--- src/rtl/dadda_reduce_pipe.sv ---
// Pipelined partial-product generator and Dadda reduction tree (unsigned WIDTH x WIDTH).
// Each transaction leaves as two 2*WIDTH-bit rows plus its czero tag for the final adder.
module dadda_reduce_pipe #(
  parameter int unsigned WIDTH = 8
) (
  input  logic                 clk,
  input  logic                 rst,
  input  logic                 in_valid,
  output logic                 in_ready,
  input  logic [WIDTH-1:0]     in1,
  input  logic [WIDTH-1:0]     in2,
  input  logic                 czero,
  output logic                 out_valid,
  input  logic                 out_ready,
  output logic [2*WIDTH-1:0]   row_a,
  output logic [2*WIDTH-1:0]   row_b,
  output logic                 out_czero
);

  if (WIDTH != 4 && WIDTH != 8) begin : g_bad_width
    $error("dadda_reduce_pipe: WIDTH must be 4 or 8");
  end

  localparam int W      = int'(WIDTH);
  localparam int NCOL   = 2 * W;
  localparam int MAXH   = W;
  localparam int NSTAGE = (W == 8) ? 4 : 2;
  localparam int NSLOT  = NSTAGE + 1;

  typedef logic [NCOL-1:0][MAXH-1:0] cols_t;

  // Target height of reduction stage s (1-based), walking the sequence 6,4,3,2 downwards.
  function automatic int stage_d(input int s);
    case (NSTAGE - s)
      0:       return 2;
      1:       return 3;
      2:       return 4;
      default: return 6;
    endcase
  endfunction

  // Height of column c after s reduction stages; s = 0 is the raw partial-product array.
  function automatic int col_h(input int s, input int c);
    int h [NCOL];
    int cin, n, d;
    for (int k = 0; k < NCOL; k++) h[k] = (k < W) ? k + 1 : NCOL - 1 - k;
    for (int st = 1; st <= s; st++) begin
      d   = stage_d(st);
      cin = 0;
      for (int k = 0; k < NCOL; k++) begin
        n = h[k] + cin;
        if (n > d) begin
          cin  = (n - d + 1) / 2;
          h[k] = d;
        end else begin
          cin  = 0;
          h[k] = n;
        end
      end
    end
    return h[c];
  endfunction

  function automatic cols_t pp_gen(input logic [W-1:0] a, input logic [W-1:0] b);
    cols_t y;
    int    cnt [NCOL];
    y = '0;
    for (int k = 0; k < NCOL; k++) cnt[k] = 0;
    for (int i = 0; i < W; i++) begin
      for (int j = 0; j < W; j++) begin
        y[i+j][cnt[i+j]] = a[i] & b[j];
        cnt[i+j]++;
      end
    end
    return y;
  endfunction

  // One Dadda stage: adders consume a column's own bits first, so carries arriving from
  // the column below within this stage pass straight through (one FA level per stage).
  function automatic cols_t reduce(input cols_t x, input int s);
    cols_t              y;
    logic [2*MAXH-1:0]  lst;
    logic [MAXH-1:0]    cp, cc;
    int                 ncp, ncc, h, d, k, n, pos;
    y   = '0;
    cp  = '0;
    ncp = 0;
    d   = stage_d(s);
    for (int c = 0; c < NCOL; c++) begin
      h   = col_h(s - 1, c);
      lst = '0;
      for (int i = 0; i < MAXH; i++) if (i < h) lst[i] = x[c][i];
      for (int i = 0; i < MAXH; i++) if (i < ncp) lst[h+i] = cp[i];
      n   = h + ncp;
      k   = 0;
      pos = 0;
      ncc = 0;
      cc  = '0;
      for (int t = 0; t < MAXH; t++) begin
        if (n > d) begin
          if (n - d >= 2) begin
            y[c][pos] = lst[k] ^ lst[k+1] ^ lst[k+2];
            cc[ncc]   = (lst[k] & lst[k+1]) | (lst[k+2] & (lst[k] ^ lst[k+1]));
            k += 3;
            n -= 2;
          end else begin
            y[c][pos] = lst[k] ^ lst[k+1];
            cc[ncc]   = lst[k] & lst[k+1];
            k += 2;
            n -= 1;
          end
          pos++;
          ncc++;
        end
      end
      for (int i = 0; i < 2 * MAXH; i++) begin
        if (i >= k && i < h + ncp) begin
          y[c][pos] = lst[i];
          pos++;
        end
      end
      cp  = cc;
      ncp = ncc;
    end
    return y;
  endfunction

  cols_t             col_q [NSLOT];
  cols_t             col_d [NSLOT];
  logic [NSLOT-1:0]  valid_q, cz_q, load, up_valid, up_cz;

  assign up_valid = {valid_q[NSLOT-2:0], in_valid};
  assign up_cz    = {cz_q[NSLOT-2:0], czero};

  always_comb begin
    col_d[0] = pp_gen(in1, in2);
    for (int k = 1; k < NSLOT; k++) col_d[k] = reduce(col_q[k-1], k);
  end

  // Bubble-collapsing: a slot advances when empty or when the slot after it advances.
  always_comb begin
    logic chain;
    load  = '0;
    chain = out_ready | ~valid_q[NSLOT-1];
    for (int k = NSLOT - 1; k >= 0; k--) begin
      if (k < NSLOT - 1) chain = ~valid_q[k] | chain;
      load[k] = chain;
    end
  end

  always_ff @(posedge clk) begin
    if (rst) begin
      valid_q <= '0;
      cz_q    <= '0;
      for (int k = 0; k < NSLOT; k++) col_q[k] <= '0;
    end else begin
      for (int k = 0; k < NSLOT; k++) begin
        if (load[k]) valid_q[k] <= up_valid[k];
        if (load[k] && up_valid[k]) begin
          col_q[k] <= col_d[k];
          cz_q[k]  <= up_cz[k];
        end
      end
    end
  end

  always_comb begin
    row_a = '0;
    row_b = '0;
    for (int c = 0; c < NCOL; c++) begin
      row_a[c] = col_q[NSLOT-1][c][0] & ~rst;
      row_b[c] = col_q[NSLOT-1][c][1] & ~rst;
    end
  end

  assign out_valid = valid_q[NSLOT-1] & ~rst;
  assign out_czero = cz_q[NSLOT-1] & ~rst;
  assign in_ready  = load[0] & ~rst;

endmodule

--- config.mk ---
export PLATFORM = sky130hd
export DESIGN_NAME = dadda_reduce_pipe
export DESIGN_NICKNAME = d
export VERILOG_FILES = /design/src/rtl/dadda_reduce_pipe.sv
export SDC_FILE = /design/constraint.sdc
export NUM_CORES = 1
export LEC_CHECK = 0
export CAP_MARGIN = 0
export CORE_MARGIN = 2
export CORE_UTILIZATION = 50
export DETAILED_ROUTE_END_ITERATION = 8
export PLACE_DENSITY_LB_ADDON = 0.3
export SLEW_MARGIN = 30
export SYNTH_ARGS = -nofsm -noshare
export SYNTH_HDL_FRONTEND = slang
export SYNTH_SLANG_ARGS = --single-unit --ignore-timing --ignore-initial --compat-mode --unroll-limit 50000
--- constraint.sdc ---
create_clock -name clk -period 5.42 [get_ports clk]
set_clock_uncertainty 0.05 [all_clocks]
set_input_delay 1.355 -clock clk [delete_from_list [all_inputs] [get_ports clk]]
set_output_delay 1.355 -clock clk [all_outputs]
set_load 0.1 [all_outputs]
==> results of run 1 <==
## registers in the layout (all words and copies together), names as in the netlist
signal and count:
cz_q 5, col_q 243, valid_q 5
## cell usage in the layout, fill, tap and decap left out, drive strengths merged, types with 2 or more instances in the layout
master	synthesis	routed
o21ai	7	7
conb	1	3
clkdlybuf4s50	0	19
nor2b	32	32
ha	7	7
buf	66	50
nand3b	2	2
a211oi	64	64
fa	35	35
nand3	3	3
a21oi	185	185
dfxtp	10	10
clkinv	0	9
clkbuf	40	30
bufinv	0	6
edfxtp	243	243
nand2	249	249
inv	4	4
nor2	5	5
## path summary, 6_finish.rpt
kind                  endpoint  slack [ns]
setup reg to reg  col_q[1][50]        3.21
setup / recovery      in_ready        1.36
hold / removal         cz_q[4]        0.42
hold reg to reg        cz_q[4]        0.42
## cells by family after synthesis
group	count (synthesis)
buf+inv	110
simple gates	297
flops	253
compound gates	262
other cells	1
mux	1
fa+ha+maj	42
## metal layers
| layer | global-route usage, % | routed length, µm | vias up | share of wire (%) |
|---|---|---|---|---|
| li1 | - | - | 3409 | - |
| met1 | 24.63 | 9317 | 3208 | 48 |
| met2 | 25.24 | 8803 | 149 | 46 |
| met3 | 2.361 | 962 | 22 | 5.0 |
| met4 | 3.888 | 263 | 0 | 1.4 |
| met5 | 0 | 0 | - | 0 |
## layout make-up
type	count	area share [%]
Sequential cell	253	57.48
Multi-Input combinational cell	605	27.48
Clock buffer	30	5.267
Timing Repair Buffer	69	5.123
Tap cell	285	2.734
Clock inverter	16	1.765
Inverter	4	0.1535
## stage by stage
stage | setup WS (ns) | cell area (µm²) | hold WS, ns | total power, µW
final | 1.361 | 13040 | 0.4229 | 4774
after global routing | 1.234 | 13040 | 0.4634 | 4962
after CTS | 1.371 | 13030 | 0.4273 | 4813
after detailed placement | 1.388 | 12110 | 0.4190 | 2928
after global placement | 1.393 | 12080 | 0.4105 | 2910
after floorplan | 0.5124 | 11560 | 0.3903 | 2801
## tightest hold or removal path, delay by kind of cell, from the launching register on
kind	cells	cell delay [ns]
flip-flops	1	0.31
AO/OA/AOI/OAI	1	0.05
AND/OR/NAND/NOR	1	0.07
## power by group through the flow
stage                     registers, µW  logic [µW]  clock network (µW)
after floorplan                    2400         399                   0
after global placement             2410         504                   0
after detailed placement           2410         517                   0
after CTS                          2370         518                1930
after global routing               2380         573                2000
final                              2370         515                1890
==> results.json, run 1 <==
{
  "status": "complete, no violations",
  "grt_max_degree": 124,
  "path_max_fanout": 5,
  "synth_top_family_by_area": "compound AO/OA/AOI/OAI gates",
  "ioPinCount": 56,
  "dieArea_um2": 24330,
  "startpoint": "out_ready",
  "synth-xor-area-share_pct": 0,
  "multi_input_area_um2": 3583,
  "hold_depth": 2,
  "cts-root-buf": "clkbuf_16",
  "syn_area_per_cell_um2": 11.96,
  "async_reset_ff_share_pct": 0,
  "drc_errors": 0,
  "dpl.cell_count": 1215,
  "slowest_delay_ns": 0.53,
  "grt_overflow": 0,
  "register_area_um2": 7497,
  "yosysSeqAreaShare_pct": 64.91,
  "worst_slew_pin_slew_ns": 0.7886,
  "ys_top_cells_by_area": "edfxtp_1, nand2_1, a21oi_1",
  "grt_pass1_wl_um": 32450,
  "path_class": "in2out",
  "utilization_pct": 57.61,
  "place_congestion": 0.7414,
  "min-delay-path-class": "reg2reg",
  "wl_um": 19350,
  "synth_edf_count": 243,
  "stdcell_count": 1262,
  "yosysTopAreaCellShare_pct": 63.18,
  "muxShareOfSynthArea_pct": 0.08666,
  "tritoncts": "done",
  "path_clk_slew_ns": 0.06,
  "port_buffers": 52,
  "fmax_mhz": 246.4,
  "cpMaxStageDelayCell": "clkdlybuf4s50_1",
  "worst_ep_arrival_time_ns": 2.65,
  "initial_core_util_pct": 51.01,
  "crit_chain": "clkdlybuf4s50_1 -> nand3b_1 -> nor2_1 -> nor2_1 -> buf_4",
  "antenna_found_initial": 0,
  "viasPerCell": 5.379,
  "drtIter0Drc": 683,
  "setup_viol": 0,
  "fin_crit_sh_pct": 74.88,
  "rsz0062_at_grt": "no",
  "min_from": "cz_q[3]",
  "antennaDiodeCount": 0,
  "synth.most_common_cell": "nand2_1",
  "synth_cell_types": 33,
  "antenna_left": 0,
  "cts_max_level": 1,
  "worst_setup_path_end_kind": "output pin",
  "slew_violations": 0,
  "fin_crit_ns": 4.059,
  "p_comb_share_pct": 10.8,
  "nFillCells": 1840,
  "yosys_most_used_dff": "edfxtp_1",
  "pwr-share-clk_pct": 39.6,
  "cts_buffers": 26,
  "yosys.area.top_type": "edfxtp_1",
  "internal-power_uw": 3651,
  "synth_compound_area_share_pct": 13.05,
  "ys_top_cells_by_count": "nand2_1, edfxtp_1, a21oi_1, a211oi_1, clkbuf_1",
  "netlist_area_um2": 11550,
  "max-slew-margin-rel_pct": 47.43,
  "cts-resized-gates": 0,
  "num-nets-final": 1022,
  "share_seq_of_total_power_pct": 49.6,
  "ys_seq_elements": 253,
  "hold_violations": 0,
  "cts.sinks": 253,
  "rr_worst_depth": 4,
  "yosys.area_share.simple_pct": 10.64,
  "critPathLaunchType": "primary input",
  "cellLeakagePower_uw": 0.004780,
  "power.density_nw_per_um2": 366.1,
  "die_y_um": 156.0,
  "p_switching_uw": 1124,
  "holdBufCountCts": 0,
  "critPathMostFrequentCell": "nor2_1",
  "cts_buffer_depth": 3,
  "max_cap_viol_count": 0,
  "syn-instance-count": 966,
  "rows": 55,
  "yosys.area_share.adder_pct": 6.825,
  "dp_hpwl_um": 11180,
  "final_layout_size_suffix_gt1_share_pct": 9.826,
  "vias": 6788,
  "core_area_um2": 22640,
  "dr.pass1.iters": 4,
  "path_delay_family": "buffers and inverters",
  "critPathBufInv": 2,
  "grt_pass1_vias": 6321,
  "worstReg2RegStart": "valid_q[3]",
  "syn2layout_area_growth_pct": 12.92,
  "fin_tns_setup_ns": 0,
  "ys_warn_count": 0,
  "vdd_ir_drop_max_mv": 0.2136,
  "post_cts.repair.setup_buffers": 0,
  "insertion_delay_ns": 0.51,
  "post_drt_wl_per_cell_um": 15.33,
  "die_w_um": 156.0,
  "critical_path_depth": 5,
  "switching_share_pct": 23.54,
  "crit_required_ns": 4.01,
  "grt_usage_pct": 16.30
}
(Power assumes the default switching activity.)
==> inputs of run 2 (changes only) <==
- clock period: 5.42 -> 4.1 ns (I/O delays scaled with it)
==> run 2 against run 1 <==
Effect of this change: total power up 24%; critical path type unchanged; critical path depth unchanged; clock power up 12%; register-to-register slack worse by 1.4 ns; sequential power up 32%; first-iteration DRC count down 12%; combinational power up 36%; critical endpoint unchanged; die area unchanged.
==> results.json, run 2 (synthesis gave the netlist of run 1 again) <==
{
  "status": "complete, no violations",
  "cts_buffers": 26,
  "rsz0062_at_grt": "no",
  "worstReg2RegStart": "valid_q[3]",
  "grt_max_degree": 83,
  "crit_required_ns": 3.02,
  "die_y_um": 156.0,
  "post_cts.repair.setup_buffers": 0,
  "share_seq_of_total_power_pct": 52.7,
  "power.density_nw_per_um2": 457.8,
  "utilization_pct": 57.24,
  "preCtsSetupSlack_ns": 0.7242,
  "holdBufCountCts": 0,
  "dr.pass1.iters": 7,
  "internal-power_uw": 4473,
  "layout_common_cells": "nand2_1, edfxtp_1, a21oi_1, a211oi_1, buf_4",
  "path_clk_slew_ns": 0.06,
  "regMostFlops": "col_q",
  "slew_violations": 0,
  "core_area_um2": 22640,
  "fin_crit_ns": 3.376,
  "grt-busiest-layer": "met2",
  "vias": 6767,
  "max_cap_viol_count": 0,
  "hold_depth": 2,
  "min_from": "cz_q[3]",
  "setup_ws_ns": 0.7242,
  "critPathLaunchType": "primary input",
  "ioPinCount": 56,
  "port_buffers": 52,
  "tritoncts": "done",
  "insertion_delay_ns": 0.52,
  "fmax_mhz": 296.2,
  "p_comb_share_pct": 11.8,
  "grt_usage_pct": 16.31,
  "vdd_ir_drop_max_mv": 0.2492,
  "antenna_left": 0,
  "antennaDiodeCount": 0,
  "viasPerCell": 5.337,
  "dpl_cell_area_um2": 12200,
  "stdcell_area_um2": 12960,
  "die_w_um": 156.0,
  "fin_tns_setup_ns": 0,
  "cts.sinks": 253,
  "setup_viol": 0,
  "drtIter0Drc": 601,
  "final_layout_size_suffix_gt1_share_pct": 9.461,
  "grt_overflow": 0,
  "fin_crit_sh_pct": 82.34,
  "worst_ep_arrival_time_ns": 2.30,
  "hold_violations": 0,
  "grt_pass1_wl_um": 32530,
  "met2_usage_pct": 25.56,
  "largestRegisters": "col_q x243, cz_q x5, valid_q x5",
  "initial_core_util_pct": 51.01,
  "syn2layout_area_growth_pct": 12.21,
  "largest_reg_flops": 243,
  "rows": 55,
  "pwr-share-clk_pct": 35.5,
  "cts_buffer_depth": 3,
  "nFillCells": 1829,
  "dp_hpwl_um": 11540,
  "whs_endpoint": "cz_q[4]",
  "cts_max_level": 1,
  "place_congestion": 0.7243,
  "cts-root-buf": "clkbuf_16",
  "worst_slew_pin_slew_ns": 0.8522,
  "post_drt_wl_per_cell_um": 15.23,
  "stdcell_count": 1268,
  "num-nets-final": 1026,
  "cellLeakagePower_uw": 0.004744,
  "dpl.cell_count": 1220,
  "drc_errors": 0,
  "rr_worst_depth": 4,
  "cts-resized-gates": 0,
  "p_switching_uw": 1460,
  "switching_share_pct": 24.61,
  "path_max_fanout": 5,
  "max-slew-margin-rel_pct": 43.19,
  "path_class": "in2out",
  "grt_pass1_vias": 6355,
  "worst_setup_path_end_kind": "output pin",
  "rrSetupSlack_ns": 1.83,
  "grt.met1_usage_pct": 23.96,
  "layout_commonest_cell": "nand2_1",
  "antenna_found_initial": 0,
  "min-delay-path-class": "reg2reg",
  "dieArea_um2": 24330,
  "grt_util_met3_pct": 2.528,
  "wl_um": 19310,
  "r2r-end": "col_q[0][64]"
}
[run 2: power groups by stage]
stage / Sequential (µW) / Combinational [µW] / Clock [µW]
after CTS: 3130 / 704 / 2150
after global placement: 3180 / 685 / 0
after floorplan: 3170 / 528 / 0
after global routing: 3150 / 772 / 2260
final: 3130 / 698 / 2110
after detailed placement: 3190 / 702 / 0
[run 2: routing by layer]
metal | vias to the layer above | part of all wire (%)
met3 | 35 | 4.8
met1 | 3152 | 48
met4 | 0 | 2.0
met2 | 159 | 45
li1 | 3421 | -
met5 | - | 0
[run 2: per-stage QoR]
| step | power, µW | hold WS (ns) |
|---|---|---|
| 5_1_grt | 6182 | 0.4603 |
| 3_3_place_gp | 3864 | 0.4065 |
| 4_1_cts | 5990 | 0.4251 |
| 6_report | 5933 | 0.4225 |
| 2_1_floorplan | 3701 | 0.3903 |
| 3_5_place_dp | 3887 | 0.4100 |
[run 2: final cells by class]
class	count	area [µm²]	area share, %
flip-flops and latches	253	7497	57.85
multi-input cells	605	3583	27.65
repair buffers	73	745.7	5.754
clock buffers	38	716.9	5.532
well taps	285	356.6	2.752
clock inverters	10	42.54	0.3282
inverters	4	17.52	0.1352
[run 2: how the worst max path moves through the flow]
stage / from / to / slack, ns / cells after the start
floorplan: out_ready / col_q[2][0] / 0.03 / 3
finish: out_ready / in_ready / 0.72 / 5
global route: out_ready / in_ready / 0.57 / 5
detailed placement: out_ready / in_ready / 0.72 / 5
global placement: out_ready / in_ready / 0.71 / 5
CTS: out_ready / in_ready / 0.71 / 5
[run 2: critical path: stages]
cell	delay, ns
clkdlybuf4s50_1	0.51
nand3b_1	0.27
nor2_1	0.10
nor2_1	0.18
buf_12	0.20
==> inputs of run 3 (changes only) <==
- clock period: 4.1 -> 3 ns (I/O delays scaled with it)
==> run 3 against run 2 <==
Effect of this change: combinational power rose by 50%; wire length rose by 2.5%; final area rose by 5.4%; global-route usage rose by 0.48 points.
==> results.json, run 3 (synthesis gave the netlist of run 1 again) <==
{
  "status": "complete, no violations",
  "internal-power_uw": 6649,
  "grt_pass1_vias": 6548,
  "cts_buffers": 26,
  "layout_commonest_cell": "nand2_1",
  "core_area_um2": 22640,
  "register_area_um2": 7497,
  "multi_input_area_um2": 3664,
  "fin_crit_sh_pct": 95.30,
  "initial_core_util_pct": 51.01,
  "largest_reg_flops": 243,
  "max_cap_viol_count": 0,
  "setup_viol": 0,
  "rrSetupSlack_ns": 1.11,
  "p_comb_share_pct": 12.1,
  "routed-wl-met3_um": 1125,
  "holdBufCountCts": 0,
  "cellLeakagePower_uw": 0.004978,
  "dp_hpwl_um": 11760,
  "vias": 6942,
  "power.density_nw_per_um2": 635.7,
  "preCtsSetupSlack_ns": 0.1444,
  "crit_required_ns": 2.20,
  "wl_met1_um": 8902,
  "highest_layer": "met4",
  "fin_crit_ns": 2.859,
  "post_drt_wl_per_cell_um": 15.59,
  "wl_um": 19790,
  "regMostFlops": "col_q",
  "worst_ep_arrival_time_ns": 2.06,
  "dpl.cell_count": 1222,
  "drc_errors": 0,
  "dpl_cell_area_um2": 12750,
  "grt_max_degree": 111,
  "rows": 55,
  "nFillCells": 1714,
  "grt_pass1_wl_um": 33320,
  "place_congestion": 0.7592,
  "port_buffers": 52,
  "syn2layout_area_growth_pct": 18.26,
  "antenna_left": 0,
  "layout_common_cells": "nand2_1, edfxtp_1, a21oi_1, a211oi_1, buf_12",
  "min-delay-path-class": "reg2reg",
  "hold_violations": 0,
  "stdcell_area_um2": 13660,
  "die_w_um": 156.0,
  "share_seq_of_total_power_pct": 49.3,
  "worst_slew_pin_slew_ns": 0.6552,
  "slew_violations": 0,
  "vdd_ir_drop_max_mv": 0.3923,
  "fmax_mhz": 349.8,
  "insertion_delay_ns": 0.51,
  "wl_met2_um": 9386,
  "dieArea_um2": 24330,
  "tritoncts": "done",
  "holdWs_ns": 0.4187,
  "worst_setup_path_end_kind": "output pin",
  "switching_share_pct": 23.42,
  "path_class": "in2out",
  "viasPerCell": 5.466,
  "dr.pass1.iters": 5,
  "antennaDiodeCount": 0,
  "die_y_um": 156.0,
  "pwr-share-clk_pct": 38.6,
  "post_cts.repair.setup_buffers": 0,
  "cts-resized-gates": 0,
  "cts_buffer_depth": 3,
  "p_switching_uw": 2033,
  "setup_ws_ns": 0.1410,
  "antenna_found_initial": 0,
  "grt_usage_pct": 16.79,
  "grt_overflow": 0,
  "path_clk_slew_ns": 0.06,
  "p_total_uw": 8683,
  "cts.sinks": 253,
  "path_max_fanout": 5,
  "critPathLaunchType": "primary input",
  "stdcell_count": 1270,
  "drtIter0Drc": 589,
  "cts-root-buf": "clkbuf_16",
  "max-slew-margin-rel_pct": 56.32,
  "num-nets-final": 1028,
  "cts_max_level": 1,
  "rsz0062_at_grt": "no",
  "ioPinCount": 56,
  "largestRegisters": "col_q x243, cz_q x5, valid_q x5",
  "final_layout_size_suffix_gt1_share_pct": 13.71
}
## run 3: final cells by class
| type | instances | area share [%] |
|---|---|---|
| multi-input combinational | 605 | 26.82 |
| clock inverter | 9 | 1.044 |
| tap | 285 | 2.611 |
| sequential | 253 | 54.89 |
| inverter | 4 | 0.1282 |
| clock buffer | 39 | 5.643 |
| timing repair buffer | 75 | 8.867 |
## run 3: critical path: stages
cell             delay, ns
clkdlybuf4s50_1       0.46
nand3b_1              0.32
nor2_1                0.25
nor2_2                0.08
buf_12                0.19
## run 3: power by group through the flow
stage,clock network (µW),logic (µW),registers (µW)
after floorplan,0,735,4330
after global placement,0,1040,4340
after detailed placement,0,1050,4360
after CTS,3420,1060,4280
after global routing,3570,1150,4310
final,3350,1050,4280
## run 3: per-layer routing
layer  track usage, %  up-vias
met3            2.583       35
li1                 -     3426
met5                0        -
met1            24.73     3305
met2            26.34      176
met4            4.543        0
## run 3: per-stage QoR
stage,utilization [%],TNS [ns]
6_report,60.33,0
5_1_grt,60.33,0
3_5_place_dp,56.30,0
2_1_floorplan,-,-10.81
3_3_place_gp,56.30,0
4_1_cts,60.33,0
## run 3: path summary, 6_finish.rpt
check	start	end	cells past startpoint
setup / recovery	out_ready	in_ready	5
hold / removal	cz_q[2]	cz_q[3]	2
setup reg to reg	valid_q[3]	col_q[3][15]	5
hold reg to reg	cz_q[2]	cz_q[3]	2
